<file path="config.mk">
export PLATFORM = sky130hd
export DESIGN_NAME = prgn_xorshift_core
export DESIGN_NICKNAME = d
export VERILOG_FILES = /design/src/rtl/prgn_pkg.sv /design/src/rtl/prgn_xorshift_step.sv /design/src/rtl/prgn_xorshift_core.sv
export SDC_FILE = /design/constraint.sdc
export NUM_CORES = 1
export LEC_CHECK = 0
export ABC_AREA = 1
export CAP_MARGIN = 20
export CORE_MARGIN = 5
export CORE_UTILIZATION = 45
export DETAILED_ROUTE_END_ITERATION = 10
export GPL_ROUTABILITY_DRIVEN = 0
export GPL_TIMING_DRIVEN = 0
export PLACE_DENSITY = 0.73
export SYNTH_ARGS = -nofsm -noshare
export SYNTH_HDL_FRONTEND = slang
export SYNTH_SLANG_ARGS = --single-unit
</file>
<file path="constraint.sdc">
create_clock -name clk -period 1.93 [get_ports clk]
set_input_delay 0.193 -clock clk [delete_from_list [all_inputs] [get_ports clk]]
set_output_delay 0.193 -clock clk [all_outputs]
set_load 0.01 [all_outputs]
</file>
<file path="src/rtl/prgn_pkg.sv">
`default_nettype none
// ============================================================================
// Module   : prgn_pkg
// Brief    : Shared types, shift constants and the xorshift32 step function
//            for the PRGN xorshift stage.
// Revision : 1.0 - initial release
// ============================================================================
package prgn_pkg;

    localparam int unsigned SH_A = 13;
    localparam int unsigned SH_B = 17;
    localparam int unsigned SH_C = 5;

    typedef enum logic [0:0] {
        IDLE = 1'b0,
        GEN  = 1'b1
    } prgn_state_t;

    function automatic logic [31:0] xorshift32(input logic [31:0] x);
        logic [31:0] v;
        v = x ^ (x << SH_A);
        v = v ^ (v >> SH_B);
        v = v ^ (v << SH_C);
        return v;
    endfunction

endpackage : prgn_pkg
`default_nettype wire

</file>
<file path="src/rtl/prgn_xorshift_step.sv">
`default_nettype none
// ============================================================================
// Module   : prgn_xorshift_step
// Brief    : Purely combinational single xorshift32 step.
// Revision : 1.0 - initial release
// ============================================================================
module prgn_xorshift_step
    import prgn_pkg::*;
(
    input  logic [31:0] i_x,
    output logic [31:0] o_x
);

    assign o_x = xorshift32(i_x);

endmodule : prgn_xorshift_step
`default_nettype wire

</file>
<file path="src/rtl/prgn_xorshift_core.sv">
`default_nettype none
// ============================================================================
// Module   : prgn_xorshift_core
// Brief    : Seed-in, NUM_OUT-words-out xorshift32 generator on a
//            valid/ready stream with a one-cycle done pulse.
// Revision : 1.0 - initial release
// ============================================================================
module prgn_xorshift_core
    import prgn_pkg::*;
#(
    parameter int unsigned NUM_OUT  = 256,
    parameter logic [31:0] ZERO_SUB = 32'h1
)(
    input  logic        clk,
    input  logic        rst,
    input  logic        seed_valid,
    output logic        seed_ready,
    input  logic [31:0] seed,
    output logic        rand_valid,
    input  logic        rand_ready,
    output logic [31:0] rand_num,
    output logic        busy,
    output logic        done
);

    localparam int unsigned         c_cnt_w = (NUM_OUT > 2) ? $clog2(NUM_OUT) : 1;
    localparam logic [c_cnt_w-1:0]  c_last  = c_cnt_w'(NUM_OUT - 1);

    prgn_state_t        r_state;
    prgn_state_t        w_state_nxt;
    logic [31:0]        r_s;
    logic [c_cnt_w-1:0] r_cnt;
    logic               r_done;

    logic               w_load;
    logic               w_cnt_clr;
    logic               w_cnt_inc;
    logic               w_done_nxt;
    logic [31:0]        w_step_in;
    logic [31:0]        w_step_out;

    // Zero is a fixed point of xorshift, so it is replaced before the first step.
    assign w_step_in = (r_state == IDLE) ? ((seed == 32'h0) ? ZERO_SUB : seed) : r_s;

    prgn_xorshift_step u_step (
        .i_x (w_step_in),
        .o_x (w_step_out)
    );

    always_comb begin
        w_state_nxt = r_state;
        w_load      = 1'b0;
        w_cnt_clr   = 1'b0;
        w_cnt_inc   = 1'b0;
        w_done_nxt  = 1'b0;
        case (r_state)
            IDLE: begin
                if (seed_valid) begin
                    w_state_nxt = GEN;
                    w_load      = 1'b1;
                    w_cnt_clr   = 1'b1;
                end
            end
            GEN: begin
                if (rand_ready) begin
                    if (r_cnt == c_last) begin
                        w_state_nxt = IDLE;
                        w_done_nxt  = 1'b1;
                    end else begin
                        w_load    = 1'b1;
                        w_cnt_inc = 1'b1;
                    end
                end
            end
            default: w_state_nxt = IDLE;
        endcase
    end

    always_ff @(posedge clk) begin
        if (rst) begin
            r_state <= IDLE;
            r_s     <= 32'h0;
            r_cnt   <= '0;
            r_done  <= 1'b0;
        end else begin
            r_state <= w_state_nxt;
            r_done  <= w_done_nxt;
            if (w_load) begin
                r_s <= w_step_out;
            end
            if (w_cnt_clr) begin
                r_cnt <= '0;
            end else if (w_cnt_inc) begin
                r_cnt <= r_cnt + 1'b1;
            end
        end
    end

    // All stream outputs come straight from registers; rand_num holds in IDLE.
    assign seed_ready = (r_state == IDLE);
    assign busy       = (r_state == GEN);
    assign rand_valid = (r_state == GEN);
    assign rand_num   = r_s;
    assign done       = r_done;

endmodule : prgn_xorshift_core
`default_nettype wire

</file>
# Yosys cells after proc, flatten, opt, wreduce, memory -nomap -nowiden

Index checks and enable logic that the tools add are counted.

Add/subtract/negate cells: 1
Multipliers: 0
Div/mod/pow operators: 0
Order comparisons: 0
Eq/ne operators: 1
Shift-type cells: 0
Mux-type cells: 11
Bitwise operators: 5
Reductions and logical operators: 3

Operators by type and width:

| cell                  | count |
|---|---|
| $mux W32              | 2 |
| $xor A32 B32 Y32      | 2 |
| $logic_not A32 Y1     | 1 |
| $xor A32 B15 Y32      | 1 |
| $add A8 B1 Y8 const B | 1 |
| $eq A8 B8 Y1 const B  | 1 |
| $mux W1               | 7 |
| $pmux W1 S2           | 2 |
| $reduce_or A3 Y1      | 1 |
| $not A1 Y1            | 2 |
| $reduce_or A2 Y1      | 1 |

Flip-flop bits (word level): 42
Bits in latches: 0
RAM bits: 0
ROM bits: 0
Input port bits: 36
Output and inout port bits: 36
Logic and storage cells: 25
Memories kept: 0

# Longest topological paths before layout

Gate-level depths: netlist of the first run.

Depth after elaboration: 6
Mapped depth: 13
Gate-level depth less buffers: 13

# Hierarchy

A second synthesis of the first run with hierarchy kept.

Cells, all modules: 614
Area total of the unflattened synthesis: 3369.5 um^2

Modules (own cells, without submodules):

| module             | times used | cells an instance | area each (um^2) | sequential area each (um^2) |
|---|---|---|---|---|
| prgn_xorshift_core | 1          | 356               | 2270.9           | 840.8 |
| prgn_xorshift_step | 1          | 258               | 1098.6           | 0.0 |

# Worst setup path before layout of the first run

OpenSTA, ideal clock, no wires.

Path kind: reg2reg
Start point: register r_state, in the netlist busy
End point: register r_s[10], in the netlist rand_num[10]
Setup time: 0.114 ns
Arrival time: 1.628 ns
Data required time: 1.816 ns
Setup slack: 0.188 ns
Cell stages (with the launch flop): 13
Path buffers: 2
Clock period less this slack: 1.742 ns
Cells stage by stage: dfxtp_1 buf_6 inv_4 buf_6 nand2_2 nand2_4 xnor2_2 xnor2_1 clkinv_1 nand2_1 nand2_1 o221ai_2 inv_2

Word-level cells in the longest chain between the ends: 4
Elaborated cells on any way between the ends: 6
Classes of those cells: mux: 2; bitwise: 4

RTL lines:

| what                   | line                     | source |
|---|---|---|
| from (decl)            | prgn_xorshift_core.sv:29 | `prgn_state_t r_state;` |
| from (signal assigned) | prgn_xorshift_core.sv:86 | `r_state <= w_state_nxt;` |
| $mux W32               | prgn_xorshift_core.sv:43 | `assign w_step_in = (r_state == IDLE) ? ((seed == 32'h0) ? ZERO_SUB : seed) : r_s;` |
| $xor A32 B32 Y32       | prgn_pkg.sv:21           | `v = x ^ (x << SH_A);` |
| $xor A32 B15 Y32       | prgn_pkg.sv:22           | `v = v ^ (v >> SH_B);` |
| $xor A32 B32 Y32       | prgn_pkg.sv:23           | `v = v ^ (v << SH_C);` |
| to (signal assigned)   | prgn_xorshift_core.sv:89 | `r_s <= w_step_out;` |
| to (decl)              | prgn_xorshift_core.sv:31 | `logic [31:0] r_s;` |

Several ways; a longest one is shown, not always the timed one.
A chain may end at the register's enable or synchronous reset.

# Worst setup path after layout of the first run

Start point: register r_state, in the netlist busy
End point: register r_s[11], in the netlist rand_num[11]

The elaborated chain is that of the path after synthesis.

==> results of run 1 <==
-- synthesized netlist by cell type, drive strengths merged --
library cell	instances	area share (%)
a21oi	9	1.5
buf	13	3.5
clkbuf	3	0.37
clkinv	2	0.24
dfxtp	42	27
ha	1	0.41
inv	47	5.8
mux2i	1	0.32
nand2	120	17
nand3	6	0.97
nand4	3	0.61
nor2	37	4.5
nor3	2	0.32
nor3b	1	0.24
o211ai	2	0.49
o21ai	35	6.3
o21bai	20	4.9
o221ai	5	1.6
or2	2	0.41
xnor2	31	16
xor2	23	7.3
-- registers in the layout (all words and copies together) (netlist names) --
register and count:
done 1, busy 1, rand_num 32, r_cnt 8
-- power by group --
| part | switching (uW) | total [uW] | internal (uW) |
|---|---|---|---|
| Sequential | 91.9 | 1070 | 978 |
| Clock | 332 | 884 | 552 |
| Combinational | 825 | 1610 | 781 |
| Total | 1250 | 3560 | 2310 |
-- cell families (layout without fill, tap and decap cells) --
group / after synthesis / after routing / synth area share [%]
simple gates: 171 / 171 / 24.2
compound gates: 71 / 71 / 14.7
buf+inv: 65 / 150 / 9.94
xor+xnor: 54 / 54 / 23.1
flops: 42 / 42 / 27.3
fa+ha+maj: 1 / 1 / 0.406
mux: 1 / 1 / 0.325
-- metrics by stage --
stage / setup slack (ns) / power [uW] / instance area (um2)
after CTS: 0.0202 / 3480 / 4070
final: 0.106 / 3560 / 4200
after global placement: -0.120 / 2540 / 3890
after floorplan: 0.188 / 2050 / 3080
after global routing: -0.0170 / 3740 / 4200
after detailed placement: -0.152 / 2570 / 3890
-- final timing paths --
check / end / slack [ns] / cells after the start / start
max: rand_num[11]$_SDFFE_PP0P_ / 0.11 / 11 / busy$_SDFF_PP0_
min: done$_SDFF_PP0_ / 0.43 / 2 / rst
max reg2reg: rand_num[11]$_SDFFE_PP0P_ / 0.11 / 11 / busy$_SDFF_PP0_
min reg2reg: r_cnt[1]$_SDFFE_PP0P_ / 0.50 / 2 / r_cnt[1]$_SDFFE_PP0P_
-- repair_timing --
item	4_1_cts	5_1_grt
buffers inserted	0	6
resized for setup	6	23
pin swaps	0	7
endpoints found under the setup margin	12	27
cloned	0	0
-- layout make-up --
cell class | instances | area (um2)
Fill cell | 601 | 2520
Sequential cell | 42 | 845
Inverter | 49 | 190
Buffer | 16 | 140
Clock buffer | 6 | 82.6
Multi-Input combinational cell | 298 | 2030
Tap cell | 80 | 100
Clock inverter | 2 | 60.1
Timing Repair Buffer | 77 | 756
-- layer usage --
| metal | wire (um) | share of wire, % | global-route usage, % |
|---|---|---|---|
| met1 | 3930 | 41 | 28.0 |
| met2 | 4630 | 48 | 38.3 |
| met3 | 840 | 8.8 | 5.44 |
| met4 | 202 | 2.1 | 9.65 |
| met5 | 0 | 0 | 0 |
==> results.md, run 1 <==
- The run finished with clean final reports.
- The tool flagged a number of max-cap violations equal to 0.
- The worst-case clock buffer depth is 2.
- The critical path is of the register to register type.
- The area growth from synthesis to layout is 36.2%.
- The per-cell via count in the routed design is 5.29.
- The clock latency on the worst-skew pair is 0.31 ns.
- The total global-route track usage is 22.9%.
- In this run the count of I/O pins placed on the die edge is 72.
- After legalization and detailed placement, the total HPWL measured 7180 um.
- The count of hold-fix buffers inserted at cts is 0.
- The summed negative setup slack over all endpoints is 0 ns.
- The floorplan has 30 rows.
- For this design the static power due to leakage is 0.00191 uW.
- The number of slew-limit violations in the final report is 0.
- In this run, synthesis produced a sequential element count of 42.
- Together, buffers and inverters on the worst path number 5.
- The arrival time at the worst endpoint is 2.03 ns.
- The share of post-route cells with drive strength above 1 is 19.0%.
- Setup violations remaining at the end of the flow were counted as 0.
- The final layout contains routed wiring with a total length of 9600 um.
- The area enclosed by the die boundary is 8610 um2.
- The largest net degree at the start of global routing is 14.
- From bottom edge to top edge, the die measures 92.8 um.
- Traced cell by cell, the critical path runs through buf_12 -> inv_4 -> buf_6 -> nand2_1 -> nand2_2 -> xnor2_4 -> xnor2_2 -> buf_4 -> xor2_1 -> o21bai_1 -> inv_1.
- Clock skew on the completed layout was measured at 0.00611 ns.
- After detailed routing, the number of remaining DRC violations is 0.
- The most common cell after layout, fill and taps aside is nand2_1.
- The first routing iteration left 217 violations.
- STA classifies the critical path startpoint as a register.
- The clock net sink count is 42.
- The required time at the endpoint of the critical path is 2.13 ns.
- The number of unique standard cell types used by synthesis is 33.
- The root buffer cell is clkbuf_8.
- The number of hold-slack violations in the final timing report was 0.
- After the last flow step, the layout net total stands at 526.
- The mean area per synthesized cell is 7.61 um2.
- Summing every instance area after synthesis gives 3080 um2.
- For this run, the register share of the synthesized area comes to 27.3%.
- Before antenna repair, the detailed router went through 5 iterations.
- The peak ir drop on the vdd network is 0.382 mV.
- TritonCTS built the clock tree.
- The worst setup path is captured at a register.
- Static timing analysis puts the maximum clock frequency at 548 MHz.
- Buffers placed on the I/O ports in this run total 71.
- Hold timing on the final database bottoms out at a slack of 0.433 ns.
- The number of antenna cells inserted is 0.
- In this run the horizontal extent of the chip is 92.8 um.
- The first global-routing pass estimated 15400 um of wire.
- In the layout the commonest cells are nand2_1 (97), clkdlybuf4s50_1 (71), inv_1 (41), dfxtp_1 (41), nor2_1 (36).
- Along the worst path, the maximum fanout reaches 10.
- When the netlist entered floorplanning its net count stood at 442.
- The kind of cell with the highest combined delay along the critical path is buffers and inverters.
- The initial antenna violation count is 0.
- In this design, the stage delay of the slowest critical-path cell is 0.37 ns.
- The area of the core is 6720 um2.
- The total grt overflow is 0.
- Cells fill 62.5% of the core in the end.
- Once placement completed, the tool counted placed cells totaling 556.
- After technology mapping, the gate count stands at 405.
- In this run the worst hold path is classified as primary input to register.
- The post-layout instance count excluding filler cells is 570.
- In this run the power density over the cells is 848 nW/um2.
- In the finished design, the share of the clock period the worst path needs comes to 94.5%.
- The number of warnings issued by yosys is 0.
- The number of routed nets with antenna violations is 0.
- The initial utilization of the core area, before any placement, comes to 45.9%.
- The relative max-transition margin is 63.5%.
- The routed layout has 3013 vias.
- The clock-pin slew reported for the worst setup and hold paths after clock tree synthesis is 0.09 ns.
- The clock period minus final worst setup slack is 1.82 ns.
- At the pin with the least slew margin, the transition time is 0.548 ns.
- The H-tree depth is 2.
- After detailed routing, the average wire length per cell comes to 16.8 um.
- The CTS buffer count is 5.
- The cell with the biggest individual delay on the critical path is dfxtp_4.
- The via count of the first global-routing pass is 3113.
No activity file was read; power rests on OpenSTA's default activity.
==> inputs of run 2 (changes only) <==
- CORE_ASPECT_RATIO: unset -> 0.5
- RECOVER_POWER: unset -> 25
==> results.md, run 2 (synthesis results as in run 1) <==
- The clock tree from TritonCTS is built.
- The clock period minus final worst setup slack is 1.86 ns (+0.0334 ns).
- The total global-route track usage is 20.8% (-2.0 points).
- The total vias in the final route came to 2884 (-4.3%).
- The floorplan die height is 68.5 um (-26%).
- The class of the tightest hold or removal check is register to register.
- The capturing instance or port of the critical path is rand_num[8]$_SDFFE_PP0P_.
- The final clock skew is 0.00310 ns (-0.00301 ns).
- The clock-pin slew reported for the worst setup and hold paths after clock tree synthesis is 0.06 ns (-0.03 ns).
- The required time at the endpoint of the critical path is 2.12 ns (about the same).
- In this run the most critical hold path is launched from r_cnt[1]$_SDFFE_PP0P_.
- The via count of the first global-routing pass was 2572 (-17%).
- The global routing met3 resource utilization was 7.38% (+1.9 points).
- The cell with the biggest individual delay on the critical path is dfxtp_2.
- The reg-to-reg startpoint is busy$_SDFF_PP0_.
- The routed wire length is 9140 um (-4.8%).
- The number of antenna cells inserted was 0 (unchanged).
- The clock net sink count was 42 (unchanged).
- The relative max-transition margin was 66.9% (+3.5 points).
- The final design instance area without fill is 4220 um2 (+0.57%).
- The placement row count is 21 (-30%).
- The top fanout value on the critical path is 10 (unchanged).
- The count of hold-fix buffers inserted at cts was 0 (unchanged).
- The ratio of final minimum period to clock period is 96.2% (+1.7 points).
- The worst hold slack across all endpoints is 0.487 ns (+0.0540 ns).
- The met1 track utilization from global routing is 28.0% (about the same).
- The total grt overflow is 0 (unchanged).
- The transition time of the tightest slew-check pin was 0.496 ns (-0.0518 ns).
- The flip-flop count of the largest register, all copies and words added is 32 (unchanged).
- The arrival time at the worst endpoint is 2.04 ns (about the same).
- The total power density per cell area is 856 nW/um2 (+1.0%).
- The per-cell via count in the routed design is 4.95 (-6.4%).
- Leaving out fill and tap cells, the most frequent cells in the layout are nand2_1 (98), clkdlybuf4s50_1 (54), inv_1 (41), dfxtp_1 (41), nor2_1 (36).
- The initial antenna violation count is 0 (unchanged).
- The delay of the slowest cell on the worst path is 0.36 ns (about the same).
- The largest net degree at the start of global routing is 14 (unchanged).
- The chip width came to 127 um (+37%).
- The number of port buffers is 71 (unchanged).
- The post-route DRC violation count was 0 (unchanged).
- The iteration-0 DRC count of the detailed router was 194 (-11%).
- The reported leakage power is 0.00196 uW (+2.7%).
- The H-tree depth was 2 (unchanged).
- The fmax is 538 MHz (-1.8%).
- The share of post-route cells with drive strength above 1 is 18.7% (-0.24 points).
- The number of slew-limit violations in the final report came to 0 (unchanged).
- Traced cell by cell, the critical path runs through buf_8 -> inv_4 -> buf_6 -> nand2_1 -> nand2_2 -> xnor2_4 -> xor2_2 -> xor2_1 -> o21bai_1 -> inv_1.
- The clock latency on the worst-skew pair was 0.29 ns (-0.02 ns).
- After global routing, the most crowded layer is met2.
- Leaving out fill and tap cells, the most frequent cell in the layout is nand2_1.
- The number of routed nets with antenna violations is 0 (unchanged).
- The number of hold-slack violations in the final timing report was 0 (unchanged).
- The peak ir drop on the vdd network is 0.452 mV (+18%).
- The area enclosed by the die boundary is 8710 um2 (+1.2%).
- The element type at the critical path start is a register.
- The CTS buffer count was 5 (unchanged).
- The area of the core is 6670 um2 (-0.67%).
- The post-layout net count is 527 (+0.19%).
- The met2 track demand over resource is 33.0% (-5.2 points).
- The worst setup path is captured at a register.
- The register-to-register setup slack was 0.07 ns (-0.03 ns).
- The number of cells on the worst reg-to-reg path is 10 (-1).
- The total placed instance area is 3910 um2 (+0.39%).
- The run finished with clean final reports.
- The total of max-cap violations is 0 (unchanged).
- The area growth from synthesis to layout is 37.0%.
- The first-pass iteration count of the detailed router came to 5 (unchanged).
- The starting density of the core came to 46.2% (+0.31 points).
- The critical path is of the register to register type.
- In this run the critical register-to-register path is captured at rand_num[8]$_SDFFE_PP0P_.
- The worst-case clock buffer depth is 2 (unchanged).
- The global-route wire length before repair came to 13500 um (-12%).
- The final setup violation count was 0 (unchanged).
- The detail-routed net length per standard cell is 15.7 um (-7.0%).
- The root buffer cell is clkbuf_16.
- The sum of net half-perimeters after detailed placement is 7010 um (-2.3%).
- The number of top-level pins is 72 (unchanged).
- The start point of the critical path is busy$_SDFF_PP0_.
run 2: changes by cell type in the layout (fill, tap and decap cells not counted), sizes merged:
cell           change
clkdlybuf4s50     -17
dlygate4sd3       +17
clkinv             +2
bufinv             -1
run 2: layout make-up:
type | count | area, um2
inverters | 49 | 188
fillers | 581 | 2450
multi-input cells | 298 | 2010
clock inverters | 3 | 40.0
repair buffers | 78 | 776
flip-flops and latches | 42 | 842
plain buffers | 16 | 128
well taps | 92 | 115
clock buffers | 5 | 125
run 2: routing by layer:
metal / routed length, um / share of wire, % / vias to the layer above
li1: - / - / 1446
met3: 1010 / 11 / 11
met5: 0 / 0 / -
met4: 80 / 0.88 / 0
met1: 3980 / 44 / 1296
met2: 4070 / 45 / 131
run 2: how the worst min path moves through the flow:
stage                                       end  cells after the start
after detailed placement  r_cnt[1]$_SDFFE_PP0P_                      2
after global routing      r_cnt[1]$_SDFFE_PP0P_                      2
after CTS                 r_cnt[1]$_SDFFE_PP0P_                      2
final                     r_cnt[1]$_SDFFE_PP0P_                      2
after global placement    r_cnt[1]$_SDFFE_PP0P_                      2
after floorplan                 done$_SDFF_PP0_                      1
run 2: what timing repair did:
item	4_1_cts	5_1_grt
endpoints found under the setup margin	11	20
pin swaps	1	2
gates resized for setup	5	14
buffers inserted	1	6
run 2: stage by stage:
step / total power (uW) / utilization (%) / setup WS [ns] / TNS [ns] / std cells
floorplan: 2050 / - / 0.188 / 0 / 405
global placement: 2570 / 58.6 / -0.212 / -0.867 / 568
finish: 3620 / 63.3 / 0.0726 / 0 / 583
detailed placement: 2580 / 58.6 / -0.212 / -0.915 / 568
CTS: 3580 / 61.6 / 0.00727 / 0 / 577
global route: 3800 / 63.3 / -0.00214 / -0.00214 / 583
run 2: worst max-delay path: cells and delay by family, from the launching register on:
| kind | cells | cell delay [ns] |
|---|---|---|
| AND/OR/NAND/NOR | 2 | 0.19 |
| XOR/XNOR | 3 | 0.66 |
| AO/OA/AOI/OAI | 1 | 0.13 |
| buffers and inverters | 4 | 0.41 |
| flip-flops | 1 | 0.36 |
run 2: power by group:
part | internal, uW | switching (uW) | total (uW)
Clock | 606 | 357 | 963
Sequential | 980 | 96.9 | 1080
Combinational | 752 | 824 | 1580
==> inputs of run 3 (changes only) <==
- SLEW_MARGIN: unset -> 10
==> results of run 3 <==
No change in the layout: final DEF, timing and power equal those of run 2.
